==> config.mk <==
export PLATFORM = sky130hd
export DESIGN_NAME = timer_counter
export DESIGN_NICKNAME = d
export VERILOG_FILES = /design/src/rtl/timer_counter.sv
export SDC_FILE = /design/constraint.sdc
export NUM_CORES = 1
export LEC_CHECK = 0
export BUFFER_PORTS_ARGS = -buffer_cell sky130_fd_sc_hd__buf_2
export CORE_AREA = 5 5 144 146
export CTS_CLUSTER_DIAMETER = 80
export DETAILED_ROUTE_END_ITERATION = 10
export DIE_AREA = 0 0 149 151
export GPL_TIMING_DRIVEN = 1
export HOLD_SLACK_MARGIN = 0.06
export PLACE_DENSITY_LB_ADDON = 0.2
export SLEW_MARGIN = 20
export SYNTH_ARGS = -nofsm -noshare
export SYNTH_HDL_FRONTEND = slang
export SYNTH_SLANG_ARGS = --single-unit
export TNS_END_PERCENT = 50
==> constraint.sdc <==
create_clock -name clk -period 5.29 [get_ports clk]
set_clock_uncertainty 0.15 [all_clocks]
set_input_delay 0.529 -clock clk [delete_from_list [all_inputs] [get_ports clk]]
set_output_delay 0.529 -clock clk [all_outputs]
set_load 0.1 [all_outputs]
==> src/rtl/timer_counter.sv <==
// ---------------------------------------------------------------------------
// timer_counter
//
// 64-bit free-running timer counter with a 64-bit compare register and a
// sticky, maskable match interrupt. Increments on cnt_en pulses from cnt_ctrl
// and exposes its registers over a word-addressed read/write port.
//
// Register map (reg_addr):
//   0 CNT_LO   1 CNT_HI   2 CMP_LO   3 CMP_HI
//   4 INT_EN (bit 0)      5 INT_STS (bit 0, write-1-to-clear)
//   6-7 reserved (read 0, writes ignored)
//
// Ports:
//   clk        sole clock, rising edge
//   rst        asynchronous, active-high reset
//   cnt_en     increment strobe (already gated by halt/prescaler)
//   timer_en   timer enable; a 1->0 transition clears the counter
//   reg_wr     single-cycle write strobe
//   reg_rd     single-cycle read strobe
//   reg_addr   word index
//   reg_wdata  write data
//   reg_rdata  registered read data (valid the cycle after reg_rd)
//   tim_int    registered interrupt, int_st & int_en
//
// Parameters:
//   CMP_RST    reset value of the compare register
//
// Optional feature macro: TIMER_CNT_SNAPSHOT_EN
//   When defined, a CNT_LO read latches cnt[63:32] into a shadow register and
//   CNT_HI reads return that shadow, so a LO-then-HI read pair is coherent.
//   When undefined, CNT_HI reads return the live upper counter half.
// ---------------------------------------------------------------------------
module timer_counter #(
  parameter logic [63:0] CMP_RST = 64'hFFFF_FFFF_FFFF_FFFF
) (
  input  logic        clk,
  input  logic        rst,
  input  logic        cnt_en,
  input  logic        timer_en,
  input  logic        reg_wr,
  input  logic        reg_rd,
  input  logic [2:0]  reg_addr,
  input  logic [31:0] reg_wdata,
  output logic [31:0] reg_rdata,
  output logic        tim_int
);

  localparam logic [2:0] ADDR_CNT_LO  = 3'd0;
  localparam logic [2:0] ADDR_CNT_HI  = 3'd1;
  localparam logic [2:0] ADDR_CMP_LO  = 3'd2;
  localparam logic [2:0] ADDR_CMP_HI  = 3'd3;
  localparam logic [2:0] ADDR_INT_EN  = 3'd4;
  localparam logic [2:0] ADDR_INT_STS = 3'd5;

  logic [63:0] cnt;
  logic [63:0] cmp;
  logic        int_en;
  logic        int_st;
  logic        timer_en_d;

  logic        wr_cnt_lo;
  logic        wr_cnt_hi;
  logic        wr_cmp_lo;
  logic        wr_cmp_hi;
  logic        wr_int_en;
  logic        clr_int_st;
  logic        rd_cnt_lo;
  logic        cnt_clear;
  logic        match;
  logic [31:0] cnt_hi_rd;
  logic [31:0] rd_mux;

  // Write/read decode.
  assign wr_cnt_lo  = reg_wr && (reg_addr == ADDR_CNT_LO);
  assign wr_cnt_hi  = reg_wr && (reg_addr == ADDR_CNT_HI);
  assign wr_cmp_lo  = reg_wr && (reg_addr == ADDR_CMP_LO);
  assign wr_cmp_hi  = reg_wr && (reg_addr == ADDR_CMP_HI);
  assign wr_int_en  = reg_wr && (reg_addr == ADDR_INT_EN);
  assign clr_int_st = reg_wr && (reg_addr == ADDR_INT_STS) && reg_wdata[0];
  assign rd_cnt_lo  = reg_rd && (reg_addr == ADDR_CNT_LO);

  // Falling edge of timer_en, seen against last cycle's registered value.
  assign cnt_clear = timer_en_d && !timer_en;

  // Match on registered state only, so it is level-based and re-asserts every
  // cycle the counter rests on the compare value.
  assign match = (cnt == cmp);

`ifdef TIMER_CNT_SNAPSHOT_EN
  logic [31:0] cnt_hi_shadow;

  always_ff @(posedge clk or posedge rst) begin
    if (rst) begin
      cnt_hi_shadow <= 32'h0;
    end else if (rd_cnt_lo) begin
      cnt_hi_shadow <= cnt[63:32];
    end
  end

  assign cnt_hi_rd = cnt_hi_shadow;
`else
  // Without the shadow, CNT_LO reads have no side effect.
  logic unused_rd_cnt_lo;
  assign unused_rd_cnt_lo = rd_cnt_lo;
  assign cnt_hi_rd        = cnt[63:32];
`endif

  // Read mux sees pre-write state, so a simultaneous write+read returns the
  // old value.
  always_comb begin
    // NOTE: default assignment first so no path leaves rd_mux unassigned,
    // which would otherwise infer a latch.
    rd_mux = 32'h0;
    unique case (reg_addr)
      ADDR_CNT_LO:  rd_mux = cnt[31:0];
      ADDR_CNT_HI:  rd_mux = cnt_hi_rd;
      ADDR_CMP_LO:  rd_mux = cmp[31:0];
      ADDR_CMP_HI:  rd_mux = cmp[63:32];
      ADDR_INT_EN:  rd_mux = {31'b0, int_en};
      ADDR_INT_STS: rd_mux = {31'b0, int_st};
      default:      rd_mux = 32'h0;
    endcase
  end

  // NOTE: all state is updated with non-blocking assignments so every
  // register samples the pre-edge value of its neighbours (e.g. tim_int uses
  // the old int_st, reg_rdata uses the old cnt).
  always_ff @(posedge clk or posedge rst) begin
    if (rst) begin
      cnt        <= 64'h0;
      cmp        <= CMP_RST;
      int_en     <= 1'b0;
      int_st     <= 1'b0;
      timer_en_d <= 1'b0;
      reg_rdata  <= 32'h0;
      tim_int    <= 1'b0;
    end else begin
      timer_en_d <= timer_en;

      // Counter: disable-clear beats register write beats increment.
      if (cnt_clear) begin
        cnt <= 64'h0;
      end else if (wr_cnt_lo) begin
        cnt[31:0] <= reg_wdata;
      end else if (wr_cnt_hi) begin
        cnt[63:32] <= reg_wdata;
      end else if (cnt_en) begin
        cnt <= cnt + 64'd1;
      end

      if (wr_cmp_lo) cmp[31:0]  <= reg_wdata;
      if (wr_cmp_hi) cmp[63:32] <= reg_wdata;
      if (wr_int_en) int_en     <= reg_wdata[0];

      // Set has priority over write-1-to-clear.
      if (match) begin
        int_st <= 1'b1;
      end else if (clr_int_st) begin
        int_st <= 1'b0;
      end

      tim_int <= int_st & int_en;

      if (reg_rd) reg_rdata <= rd_mux;
    end
  end

endmodule

# Word-level counts from Yosys, hierarchy flattened
# Cells that the tools add are included.
# word_totals
ff_bits,164
wordCells,43
out_inout_bits,33
# op_classes
eq_ne,8
bitwise,1
reduce_logical,15
addsub,1
n_mux,9
# ops
op,count
case mux 32 bit (6 select lines),1
two-way mux 32 bit,4
two-way mux 64 bit,2
adder 64 x 1 -> 64 bit (second input constant),1
equality test 64 bit,1
logical AND 1 bit,8
equality test 3 x 2 -> 1 bit (second input constant),2
equality test 3 bit (second input constant),2
nonzero test 3 bit,2
AND reduction 2 bit,2
equality test 3 x 1 -> 1 bit (second input constant),1
zero test 3 bit,1
!= test 3 x 2 -> 1 bit (second input constant),1
two-way mux 1 bit,2
!= test 2 x 1 -> 1 bit (second input constant),1
nonzero test 2 bit,1
bitwise AND 1 bit,1
zero test 1 bit,1

# Logic depth before layout (Yosys ltp)
# logic_depth
word_depth,5
ltp_mapped,9
ltp_nobuf,6

# Worst setup path before layout
# Ideal clock, no wire load.
# synth_timing
kind,register to register
startpoint,reg cnt[3]
endpoint,reg cnt[61]
path_slack_ps,2675
period_less_slack_ps,2615
stages_incl_launch_ff,8
setup_time_ps,126
path_buffers,1
arrival_ps,2339
t_required_ps,5014
cell_sequence,dfrtp_1 buf_2 nand4_2 or4_4 or3_4 or2_4 o311a_1 a221o_1
# synth_via
elab_chain_len,5
# synth_rtl
element,line,rtl
"start, declared",55,logic [63:0] cnt;
"start signal, assigned",144,cnt[31:0] <= reg_wdata;
"start signal, assigned",148,cnt <= cnt + 64'd1;
adder 64 x 1 -> 64 bit,148,
two-way mux 64 bit,147,end else if (cnt_en) begin
two-way mux 32 bit,145,end else if (wr_cnt_hi) begin
two-way mux 32 bit,143,end else if (wr_cnt_lo) begin
two-way mux 64 bit,141,if (cnt_clear) begin
# No other way between the ends. The select of a mux whose other input is x is not followed.
# A chain may end at the register's enable or synchronous reset.

# Worst setup path after layout
# layout_timing
startpoint,reg cnt[7]
endpoint,reg cnt[55]
# The elaborated chain is that of the path after synthesis.

==> metrics.md <==
| Metric | Value |
|---|---|
| Status | finished, final reports clean |
| Final net count | 1,027 |
| Peak VDD IR | 214 uV |
| Die Span Y | 151 um |
| Vias in the first global route | 7,755 |
| Postcts setup bufs | 0 |
| Yosys warning count | 0 |
| Hold buffer count at CTS | 0 |
| Initial antenna violation count | 0 |
| Final setup TNS | 0 ps |
| Register area share after synthesis | 0.445 |
| Root Driver | clkbuf_16 |
| Final wirelength | 31,800 um |
| Area Growth Syn to Fin | 12.1% |
| Slew Limit Headroom | 0.202 |
| Clk pin slew, worst setup/hold paths | 60 ps |
| Synth cell types | 60 |
| Clk sinks | 164 |
| Overflow after GRT | 0 |
| CP arrival | 3400 ps |
| First-pass GRT wire length | 48,900 um |
| Fin crit share | 0.610 |
| Worst EP required | 5470 ps |
| Initial Util | 0.488 |
| Max-slew violation count | 0 |
| Cell area after layout | 10,500 um2 |
| Critical path endpoint category | flop |
| Worst r2r dst | cnt[55] |
| Core box area | 19,300 um2 |
| Area of the multi-input gates | 4760 um2 |
| Share of layout cells above drive strength 1 | 0.267 |
| Crit path launch type | flop |
| # fillers | 1,779 |
| Largest area contributor in the netlist | dfrtp_1 |
| Yosys top cell area share | 0.266 |
| Yosys reg bits | 164 |
| F_max | 310 MHz |
| H-tree depth | 4 |
| RR Startpoint | cnt[7] |
| Synth cell count leaders | dfrtp_1 (100), xnor2_1 (79), mux2_2 (66) |
| Worst-Margin Slew | 1180 ps |
| DRC viols | 0 |
| Post-Syn Area | 9400 um2 |
| Setup violators final | 0 |
| N_diodes | 0 |
| CTS tree | yes |
| Number of flops mapped to enable cells by yosys | 0 |
| Syn Area/Cell | 9.78 um2 |
| Main synth FF type | dfrtp_1 |
| Synth Instances | 962 |
| Global placer's final weighted congestion | 0.992 |
| Die Wd | 149 um |
| Final core utilization | 0.547 |
| Gr usage total | 0.289 |
| Cell Area, Placed | 9920 um2 |
| Syn Nets | 1,004 |
| CTS Buf Count | 17 |
| Reg area | 4180 um2 |
| Initial DRC Count | 786 |
| Post-cts resize count | 0 |
| FFs w/ async S/R, synth | 1.00 |
| Synth top area cells | dfrtp_1 (27%), dfstp_2 (18%), mux2_2 (7.9%) |
| Antenna Nets Post-Route | 0 |
| DR pass1 iterations | 5 |
| Later-pin clock latency in the skew report | 440 ps |
| Detail Placement HPWL | 22,200 um |
| Port Buffers | 73 |
| Power per cell area | 369 nW/um2 |
| # rows | 51 |
| Critical Path End | cnt[55] |
| Worst R2R Setup Slack | 2070 ps |
| Critical path type | reg -> reg |
| RSZ-0062 raised after global routing | false |
| Final min period | 3220 ps |
| R2R depth | 6 |
| Largest net degree at the start of global routing | 100 |
| Worst hold-check path type | in -> reg |
| Die area | 22,500 um2 |
| Vias post-DR | 8,095 |
| Count leader, synth | dfrtp_1 |
| MaxCap Viol Count | 0 |
| Leakage | 0.00400 uW |
| Via-to-Cell Ratio | 6.41 |
| I/O pin count | 74 |
| Fin. Hold Viols | 0 |
| CP Launch Point | cnt[7] |
| Routed WL per cell | 25.2 um |
| Worst Path Max Fanout | 9 |
| Max Root-Sink Buffers | 2 |
==> state kept, by name, summed over array words and instances (netlist names) <==
name        flops
int_st          1
timer_en_d      1
int_en          1
tim_int         1
reg_rdata      32
cnt            64
cmp            64
==> critical path, cell delays in order (launching register included) <==
cell and delay [ps]:
dfrtp_1 460, nand4_1 300, nor3_1 690, nand4_1 600
or3_1 560, a21o_1 190, a21o_1 160
==> worst min-delay path by stage <==
stage / start / end / slack (ps) / cells past startpoint
2_1_floorplan: int_st / tim_int / 320 / 1
6_report: timer_en / timer_en_d / 80 / 1
3_5_place_dp: reg_rdata[0] / reg_rdata[0] / 320 / 1
4_1_cts: timer_en / timer_en_d / 70 / 1
5_1_grt: timer_en / timer_en_d / 80 / 1
3_3_place_gp: reg_rdata[0] / reg_rdata[0] / 310 / 1
==> power breakdown <==
part	switching [uW]	total, uW	internal [uW]
registers	202	1710	1510
clock network	522	1330	812
logic	537	844	306
total	1260	3890	2630
==> metal layers <==
layer	global-route usage	routed length, um
met3	0.0724	2860
met2	0.439	14300
met4	0.0915	957
met1	0.408	13600
met5	0	0
==> per-stage QoR <==
stage / hold WS [ps] / worst slack (ps) / cells / power [uW]
after CTS: 70.6 / 2130 / 1262 / 3900
after floorplan: 320 / 284 / 962 / 2290
after global placement: 314 / 2140 / 1231 / 2560
after global routing: 77.5 / 1980 / 1262 / 4030
final: 80.2 / 2070 / 1262 / 3890
after detailed placement: 316 / 2060 / 1231 / 2570
==> layout by cell type (no fill, tap or decap), types with 5 or more instances in the layout <==
master / instances
and3_1: 7
nand2b_1: 6
mux2_2: 66
a211oi_1: 13
xor2_1: 11
a21oi_1: 34
nor3_1: 19
a22oi_1: 11
o211ai_1: 9
o311ai_0: 5
nor4_1: 18
or4_1: 6
clkbuf_16: 17
o21ai_0: 29
a221oi_1: 32
nand3_1: 23
nor2_1: 48
or3_1: 8
dfstp_2: 64
nand4_1: 42
mux2i_1: 6
o22ai_1: 33
and2_1: 8
xnor2_1: 79
buf_4: 17
nand2_1: 62
inv_1: 39
a31oi_1: 8
buf_2: 73
dfrtp_1: 100
a22o_1: 31
==> kinds of logic after synthesis <==
kind of cell               count (synthesis)  synth area share
muxes                                     72            0.0854
and+or+nand+nor                          274             0.154
AOI/OAI and AO/OA                        235             0.177
DFF                                      164             0.445
adders and majority gates                  1           0.00133
buffers and inverters                    126            0.0526
xor gates and xnor gates                  90            0.0838
==> final cells by class <==
class / instances / share of cell area
sequential: 164 / 0.397
clock buffer: 22 / 0.0440
inverter: 40 / 0.0147
timing repair buffer: 90 / 0.0468
clock inverter: 9 / 0.0146
tap: 265 / 0.0315
multi-input combinational: 672 / 0.452
Power figures use the tool's default switching activity.
